===== src/rtl/dragonfang_floating_point_pkg.sv =====
// Shared FP32 definitions for the vector floating-point cluster: field widths,
// rounding modes, exception flag positions and the square-root FSM encoding.
package dragonfang_floating_point_pkg;

    localparam int FP32_WIDTH      = 32;
    localparam int FP32_EXP_WIDTH  = 8;
    localparam int FP32_FRAC_WIDTH = 23;
    localparam int FP32_SIG_WIDTH  = 24;
    localparam int SQRT_ROOT_BITS  = 26;

    localparam logic [31:0] FP32_CANONICAL_NAN = 32'h7FC0_0000;
    localparam logic [31:0] FP32_POS_INF       = 32'h7F80_0000;

    localparam int FFLAG_NV = 4;
    localparam int FFLAG_DZ = 3;
    localparam int FFLAG_OF = 2;
    localparam int FFLAG_UF = 1;
    localparam int FFLAG_NX = 0;

    typedef enum logic [2:0] {
        FRM_RNE = 3'b000,
        FRM_RTZ = 3'b001,
        FRM_RDN = 3'b010,
        FRM_RUP = 3'b011,
        FRM_RMM = 3'b100
    } frm_e;

    typedef enum logic [2:0] {
        SQRT_IDLE,
        SQRT_UNPACK,
        SQRT_ITERATE,
        SQRT_ROUND,
        SQRT_DONE
    } sqrt_state_e;

    typedef enum logic [2:0] {
        CLS_ZERO,
        CLS_FINITE,
        CLS_INF,
        CLS_QNAN,
        CLS_SNAN
    } fp_class_e;

    // Leading-zero count of a 24-bit significand; 24 when the value is zero.
    function automatic logic [4:0] lzc24(input logic [23:0] value);
        logic [4:0] count;
        logic       found;
        count = 5'd24;
        found = 1'b0;
        for (int i = 23; i >= 0; i--) begin
            if (!found && value[i]) begin
                count = 5'(23 - i);
                found = 1'b1;
            end
        end
        return count;
    endfunction

endpackage


===== src/rtl/vector_floating_point_square_root_lane.sv =====
// One FP32 lane: unpack/normalise, restoring square-root recurrence and
// round/pack, each phase enabled by a strobe from the shared FSM.
module vector_floating_point_square_root_lane
    import dragonfang_floating_point_pkg::*;
#(
    parameter int BITS_PER_CYCLE = 1
) (
    input  logic        clock,
    input  logic        reset_n,
    input  logic [31:0] operand,
    input  logic [31:0] old_value,
    input  logic        active,
    input  frm_e        frm,
    input  logic        load,
    input  logic        step,
    input  logic        finish,
    output logic [31:0] result,
    output logic [4:0]  flags
);

    logic        sign_reg;
    fp_class_e   class_reg;
    logic [7:0]  exp_base_reg;
    logic [25:0] rad_reg;
    logic [29:0] rem_reg;
    logic [25:0] root_reg;
    logic [31:0] result_reg;
    logic [4:0]  flags_reg;

    logic [7:0]  exp_field;
    logic [22:0] frac_field;
    fp_class_e   class_next;
    logic [4:0]  lz;
    logic [23:0] sig_norm;
    logic [8:0]  exp_sum;
    logic [25:0] rad_next;

    // exp_sum = unbiased exponent + 252, so [8:1] is the packed result
    // exponent minus one (the root's hidden bit adds it back) and [0] is odd.
    always_comb begin
        exp_field  = operand[30:23];
        frac_field = operand[22:0];
        class_next = CLS_FINITE;
        if (exp_field == 8'hFF) begin
            if (frac_field == 23'd0)
                class_next = CLS_INF;
            else if (frac_field[22])
                class_next = CLS_QNAN;
            else
                class_next = CLS_SNAN;
        end else if (exp_field == 8'h00 && frac_field == 23'd0) begin
            class_next = CLS_ZERO;
        end
        lz = lzc24({1'b0, frac_field});
        if (exp_field != 8'h00) begin
            sig_norm = {1'b1, frac_field};
            exp_sum  = {1'b0, exp_field} + 9'd125;
        end else begin
            sig_norm = {1'b0, frac_field} << lz;
            exp_sum  = 9'd126 - {4'b0000, lz};
        end
        if (exp_sum[0])
            rad_next = {sig_norm, 2'b00};
        else
            rad_next = {1'b0, sig_norm, 1'b0};
    end

    logic [29:0] rem_step;
    logic [25:0] root_step;
    logic [25:0] rad_step;
    logic [29:0] trial;

    // Radicand bits are consumed two at a time; once exhausted, zeros follow.
    always_comb begin
        rem_step  = rem_reg;
        root_step = root_reg;
        rad_step  = rad_reg;
        trial     = '0;
        for (int k = 0; k < BITS_PER_CYCLE; k++) begin
            rem_step = {rem_step[27:0], rad_step[25:24]};
            rad_step = {rad_step[23:0], 2'b00};
            trial    = {2'b00, root_step, 2'b01};
            if (rem_step >= trial) begin
                rem_step  = rem_step - trial;
                root_step = {root_step[24:0], 1'b1};
            end else begin
                root_step = {root_step[24:0], 1'b0};
            end
        end
    end

    logic        guard_bit;
    logic        round_bit;
    logic        sticky_bit;
    logic        inexact;
    logic        increment;
    logic [31:0] packed_value;
    logic [31:0] result_next;
    logic [4:0]  flags_next;

    always_comb begin
        guard_bit  = root_reg[1];
        round_bit  = root_reg[0];
        sticky_bit = |rem_reg;
        inexact    = guard_bit | round_bit | sticky_bit;
        case (frm)
            FRM_RTZ, FRM_RDN: increment = 1'b0;
            FRM_RUP:          increment = inexact;
            FRM_RMM:          increment = guard_bit;
            default:          increment = guard_bit & (round_bit | sticky_bit | root_reg[2]);
        endcase
        // A carry out of the mantissa rolls into the exponent field naturally.
        packed_value = {1'b0, exp_base_reg, 23'd0} + {8'd0, root_reg[25:2]}
                     + {31'd0, increment};
        result_next = packed_value;
        flags_next  = '0;
        if (!active) begin
            result_next = old_value;
        end else if (class_reg == CLS_ZERO) begin
            result_next = {sign_reg, 31'd0};
        end else if (class_reg == CLS_QNAN) begin
            result_next = FP32_CANONICAL_NAN;
        end else if (class_reg == CLS_SNAN || sign_reg) begin
            result_next = FP32_CANONICAL_NAN;
            flags_next[FFLAG_NV] = 1'b1;
        end else if (class_reg == CLS_INF) begin
            result_next = FP32_POS_INF;
        end else begin
            flags_next[FFLAG_NX] = inexact;
        end
    end

    always_ff @(posedge clock or negedge reset_n) begin
        if (!reset_n) begin
            sign_reg     <= 1'b0;
            class_reg    <= CLS_ZERO;
            exp_base_reg <= '0;
            rad_reg      <= '0;
            rem_reg      <= '0;
            root_reg     <= '0;
            result_reg   <= '0;
            flags_reg    <= '0;
        end else begin
            if (load) begin
                sign_reg     <= operand[31];
                class_reg    <= class_next;
                exp_base_reg <= exp_sum[8:1];
                rad_reg      <= rad_next;
                rem_reg      <= '0;
                root_reg     <= '0;
            end
            if (step) begin
                rad_reg  <= rad_step;
                rem_reg  <= rem_step;
                root_reg <= root_step;
            end
            if (finish) begin
                result_reg <= result_next;
                flags_reg  <= flags_next;
            end
        end
    end

    assign result = result_reg;
    assign flags  = flags_reg;

endmodule


===== src/rtl/vector_floating_point_square_root_iterative_unit.sv =====
// Vector FP32 square root: shared handshake FSM and iteration counter driving
// LANES lockstep digit-recurrence lanes; flags are ORed across lanes.
module vector_floating_point_square_root_iterative_unit
    import dragonfang_floating_point_pkg::*;
#(
    parameter int VLEN           = 128,
    parameter int BITS_PER_CYCLE = 1
) (
    input  logic                 clock,
    input  logic                 reset_n,
    input  logic                 in_valid,
    output logic                 in_ready,
    input  logic [VLEN-1:0]      vs2,
    input  logic [VLEN-1:0]      vd_old,
    input  logic [VLEN/32-1:0]   mask,
    input  logic [2:0]           frm,
    input  logic                 flush,
    output logic                 out_valid,
    input  logic                 out_ready,
    output logic [VLEN-1:0]      vd,
    output logic [4:0]           fflags
);

    localparam int LANES       = VLEN / 32;
    localparam int ITER_CYCLES = SQRT_ROOT_BITS / BITS_PER_CYCLE;
    localparam logic [4:0] ITER_LAST = 5'(ITER_CYCLES - 1);

    sqrt_state_e      state_reg;
    logic [4:0]       counter_reg;
    logic             out_valid_reg;
    logic [VLEN-1:0]  vs2_reg;
    logic [VLEN-1:0]  vd_old_reg;
    logic [LANES-1:0] mask_reg;
    frm_e             frm_reg;

    logic accept;
    logic load_strobe;
    logic step_strobe;
    logic finish_strobe;

    assign in_ready      = (state_reg == SQRT_IDLE) | ((state_reg == SQRT_DONE) & out_ready);
    assign accept        = in_valid & in_ready & ~flush;
    assign load_strobe   = (state_reg == SQRT_UNPACK) & ~flush;
    assign step_strobe   = (state_reg == SQRT_ITERATE) & ~flush;
    assign finish_strobe = (state_reg == SQRT_ROUND) & ~flush;
    assign out_valid     = out_valid_reg;

    always_ff @(posedge clock or negedge reset_n) begin
        if (!reset_n) begin
            state_reg     <= SQRT_IDLE;
            counter_reg   <= '0;
            out_valid_reg <= 1'b0;
            vs2_reg       <= '0;
            vd_old_reg    <= '0;
            mask_reg      <= '0;
            frm_reg       <= FRM_RNE;
        end else if (flush) begin
            state_reg     <= SQRT_IDLE;
            out_valid_reg <= 1'b0;
        end else begin
            if (accept) begin
                vs2_reg    <= vs2;
                vd_old_reg <= vd_old;
                mask_reg   <= mask;
                frm_reg    <= frm_e'(frm);
            end
            case (state_reg)
                SQRT_IDLE: begin
                    if (in_valid)
                        state_reg <= SQRT_UNPACK;
                end
                SQRT_UNPACK: begin
                    counter_reg <= ITER_LAST;
                    state_reg   <= SQRT_ITERATE;
                end
                SQRT_ITERATE: begin
                    if (counter_reg == 5'd0)
                        state_reg <= SQRT_ROUND;
                    else
                        counter_reg <= counter_reg - 5'd1;
                end
                SQRT_ROUND: begin
                    state_reg     <= SQRT_DONE;
                    out_valid_reg <= 1'b1;
                end
                SQRT_DONE: begin
                    if (out_ready) begin
                        out_valid_reg <= 1'b0;
                        state_reg     <= in_valid ? SQRT_UNPACK : SQRT_IDLE;
                    end
                end
                default: state_reg <= SQRT_IDLE;
            endcase
        end
    end

    logic [31:0] lane_result [LANES];
    logic [4:0]  lane_flags  [LANES];

    genvar gi;
    generate
        for (gi = 0; gi < LANES; gi++) begin : g_lane
            vector_floating_point_square_root_lane #(
                .BITS_PER_CYCLE(BITS_PER_CYCLE)
            ) u_lane (
                .clock     (clock),
                .reset_n   (reset_n),
                .operand   (vs2_reg[32*gi +: 32]),
                .old_value (vd_old_reg[32*gi +: 32]),
                .active    (mask_reg[gi]),
                .frm       (frm_reg),
                .load      (load_strobe),
                .step      (step_strobe),
                .finish    (finish_strobe),
                .result    (lane_result[gi]),
                .flags     (lane_flags[gi])
            );
            assign vd[32*gi +: 32] = lane_result[gi];
        end
    endgenerate

    logic [4:0] flags_or;

    always_comb begin
        flags_or = '0;
        for (int i = 0; i < LANES; i++)
            flags_or = flags_or | lane_flags[i];
    end

    assign fflags = flags_or;

endmodule


===== config.mk =====
export PLATFORM = sky130hd
export DESIGN_NAME = vector_floating_point_square_root_iterative_unit
export DESIGN_NICKNAME = d
export VERILOG_FILES = /design/src/rtl/dragonfang_floating_point_pkg.sv /design/src/rtl/vector_floating_point_square_root_lane.sv /design/src/rtl/vector_floating_point_square_root_iterative_unit.sv
export SDC_FILE = /design/constraint.sdc
export NUM_CORES = 2
export LEC_CHECK = 0
export BUFFER_PORTS_ARGS = -buffer_cell sky130_fd_sc_hd__buf_4
export CAP_MARGIN = 40
export CORE_ASPECT_RATIO = 0.9
export CORE_UTILIZATION = 35
export CTS_CLUSTER_SIZE = 20
export DETAILED_ROUTE_END_ITERATION = 12
export MAX_ROUTING_LAYER = met4
export PLACE_DENSITY = 0.51
export SYNTH_ARGS = -nofsm -noshare
export SYNTH_HDL_FRONTEND = slang
export SYNTH_HIERARCHICAL = 1
export SYNTH_SLANG_ARGS = --single-unit

===== constraint.sdc =====
create_clock -name clock -period 3.92 [get_ports clock]
set_input_delay 0.392 -clock clock [delete_from_list [all_inputs] [get_ports clock]]
set_output_delay 0.392 -clock clock [all_outputs]
set_load 0.03 [all_outputs]

==> results by group <==
Place
  • Hpwl dp: 135000 µm
  • Number of I/O port buffers: 399
  • Cell count after placement: 8008
  • Routability cong.: 0.926

GRT
  • Initial antenna violation count: 11
  • First-pass GRT wire length: 281000 µm
  • Vias in the first global route: 45393
  • Gr usage total: 0.249
  • Total global routing overflow: 0
  • Largest net degree at the start of global routing: 172

Synth
  • Synth top area cells: dfrtp_1, mux2_2, a21oi_1
  • Async set-reset flop share out of synthesis: 1.00
  • Synth unique cells: 121
  • Synth top cells by count: dfrtp_1, nand2_1, a21oi_1, nor2_1, o21ai_0
  • Seq cells post-synth: 780
  • EDFF count, synth: 0
  • Top_reg_cell synth: dfrtp_1
  • Synth Warn #: 6
  • Cell area after synthesis: 50900 µm²
  • Syn Area/Cell: 8.98 µm²
  • Cells after synthesis: 5668
  • Most common cell in the netlist: dfrtp_1
  • Share of the synthesized area in the top cell type: 0.383
  • Post-synthesis sequential area ratio: 0.383
  • Post-synth top area cell: dfrtp_1

Clock tree
  • CTS Buf Count: 96
  • Clock slew at reported path FFs: 0.06 ns
  • Clock root cell: clkbuf_16
  • CTS sink cnt: 780
  • Depth of the CTS H-tree: 3
  • Clock Tree Buf Depth: 3
  • Clk_lat worst skew: 0.71 ns
  • CTS tree: built

Final layout
  • Total Nets Final: 6837
  • Layout cells sized above 1: 0.215
  • Finished Layout Cells: 8466
  • Area grow syn2layout: 25.9%

Critical path
  • Crit-path most repeated cell: nand4_1
  • Crit path required time: 4.55 ns
  • Worst path cell trace: or4_1 > nor4_1 > nand4_1 > o22ai_1 > a21oi_1 > a21o_1 > ha_1 > ha_2 > and3_1 > nand4_1 > nor2_1 > and4_4 > buf_4 > nand4_1 > xnor2_1 > a21oi_1 > nor2_1 > a211o_1 > a31oi_1
  • Crit path largest cell delay: 0.52 ns
  • Critical Path End Type: flip-flop
  • R2R Path Start: g_lane[3].u_lane/rem_reg[14]
  • Data arrival, critical path: 4.34 ns
  • Reg2Reg Capture Point: g_lane[3].u_lane/result[22]
  • Largest delay share family, worst path: simple AND/OR/NAND/NOR gates
  • Reg2Reg Setup Slack: 0.20 ns
  • Crit-path max FO: 5
  • Slowest cell on crit path: or4_1
  • CP Launch Type: flip-flop
  • R2r worst-path depth: 19
  • Buf/Inv on CP: 1
  • WS Path Type: reg -> reg

Timing
  • Slew @ Worst Pin: 1.06 ns
  • Hold Violations, Final: 0
  • Final Cycle Share: 0.948
  • Final setup vio count: 0
  • Fin. max-slew vios: 0
  • RSZ-0062 raised after global routing: yes
  • Worst Skew: 0.0264 ns
  • Fmax: 0.269 GHz
  • Post-layout min period: 3.72 ns
  • Hold WS: 0.118 ns
  • Slew HR: 0.295

Die
  • Ports: 403
  • Core region area: 144000 µm²
  • Die width: 404 µm
  • Initial Util: 0.353
  • Chip height: 364 µm
  • Cell Rows: 132
  • Die footprint: 147000 µm²

Detailed routing
  • Residual DRC: 0
  • Vias/cell: 5.54
  • Final antenna-violating net count: 0
  • Via count: 46915
  • Iteration-0 DRC count of the detailed router: 4391
  • Final Routed Wirelength: 182000 µm
  • TritonRoute pass-1 iters: 6
  • Wirelength per Cell: 21.5 µm

Pwr
  • Power per cell area: 787 nW/µm²
  • Peak VDD IR: 0.000551 V
  • P_leak: 0.0276 µW

Run status
  • Status: complete, no violations

Flow run
  • Max-cap viol count: 0

Worst hold path
  • Hold WC Path Type: in -> reg
  • Hold Crit Start: out_ready
  • Hold path depth: 4
  • Sink of the worst hold path: state_reg[0]
[per-layer routing]
metal	vias up	share of wire	GRT usage	wire length, µm
li1	22389	-	-	-
met1	23007	0.51	0.379	93300
met2	1320	0.41	0.343	74500
met3	199	0.059	0.0417	10600
met4	0	0.018	0.0466	3220
met5	-	0	-	0
[through the flow]
step | power, µW | TNS [ns] | utilization | setup slack, ns | area (µm²)
after global routing | 54000 | -0.0175 | 0.445 | -0.0166 | 64100
after global placement | 40200 | -0.0479 | 0.401 | -0.0258 | 57800
after floorplan | 31100 | 0 | - | 0.249 | 50900
final | 50400 | 0 | 0.445 | 0.202 | 64100
after CTS | 50400 | 0 | 0.443 | 0.0625 | 63900
after detailed placement | 40200 | -0.0910 | 0.401 | -0.0480 | 57900
[cell type report]
| cell class | count | area (µm²) |
|---|---|---|
| Fill cell | 14087 | 80100 |
| Antenna cell | 7 | 17.5 |
| Clock inverter | 39 | 524 |
| Sequential cell | 780 | 19500 |
| Clock buffer | 143 | 2890 |
| Tap cell | 1943 | 2430 |
| Inverter | 253 | 956 |
| Timing Repair Buffer | 1056 | 8920 |
| Multi-Input combinational cell | 4245 | 28800 |
[worst reg2reg max path, stage by stage, from the launching register on]
cell	delay, ns
dfrtp_1	0.37
or4_1	0.52
nor4_1	0.24
nand4_1	0.18
o22ai_1	0.16
a21oi_1	0.08
a21o_1	0.16
ha_1	0.20
ha_2	0.18
and3_1	0.19
nand4_1	0.12
nor2_1	0.08
and4_4	0.22
buf_4	0.15
nand4_1	0.10
xnor2_1	0.07
a21oi_1	0.13
nor2_1	0.05
a211o_1	0.27
a31oi_1	0.16
[cells by family (layout without fill, tap and decap cells)]
kind of cell | count (synthesis) | after routing | share of synthesized area
and+or+nand+nor | 1727 | 1727 | 0.167
adders and majority gates | 137 | 137 | 0.0337
other | 4 | 19 | 0.000295
DFF | 780 | 780 | 0.383
xor gates and xnor gates | 233 | 233 | 0.0401
buffers and inverters | 651 | 1491 | 0.0545
muxes | 420 | 420 | 0.0962
AOI/OAI and AO/OA | 1716 | 1716 | 0.225
[repair_timing]
action	4_1_cts	5_1_grt
setup buffers	0	4
gates resized for setup	1	24
endpoints found under the setup margin	3	28
hold buffers	265	0
pin swaps	0	10
endpoints found under the hold margin	323	0
[cells in the final DEF, fill, tap and decap left out, drive strengths merged, types with 87 or more instances in the layout]
cell type,instances
mux2,314
xnor2,182
a21o,87
mux2i,104
inv,257
nand3,168
clkbuf,143
o21ai,289
o211ai,88
nor2,455
dfrtp,780
nor3,106
buf,791
a31oi,90
a22oi,107
ha,137
dlygate4sd3,265
a21oi,479
nand2,505
o31ai,124
[power breakdown]
part | total, µW | internal (µW) | switching [µW]
clock | 9600 | 5780 | 3820
combinational | 27100 | 11600 | 15500
sequential | 13700 | 10900 | 2810
[how the worst max path moves through the flow]
stage | startpoint | depth (start not counted) | end
2_1_floorplan | g_lane[3].u_lane/rem_reg[14] | 19 | g_lane[3].u_lane/result[28]
5_1_grt | g_lane[3].u_lane/rem_reg[14] | 19 | g_lane[3].u_lane/result[22]
3_3_place_gp | g_lane[1].u_lane/rem_reg[15] | 17 | g_lane[1].u_lane/result[26]
3_5_place_dp | g_lane[1].u_lane/rem_reg[19] | 17 | g_lane[1].u_lane/result[28]
4_1_cts | g_lane[1].u_lane/rem_reg[15] | 17 | g_lane[1].u_lane/result[28]
6_report | g_lane[3].u_lane/rem_reg[14] | 19 | g_lane[3].u_lane/result[22]
No activity file was read; power rests on OpenSTA's default activity.
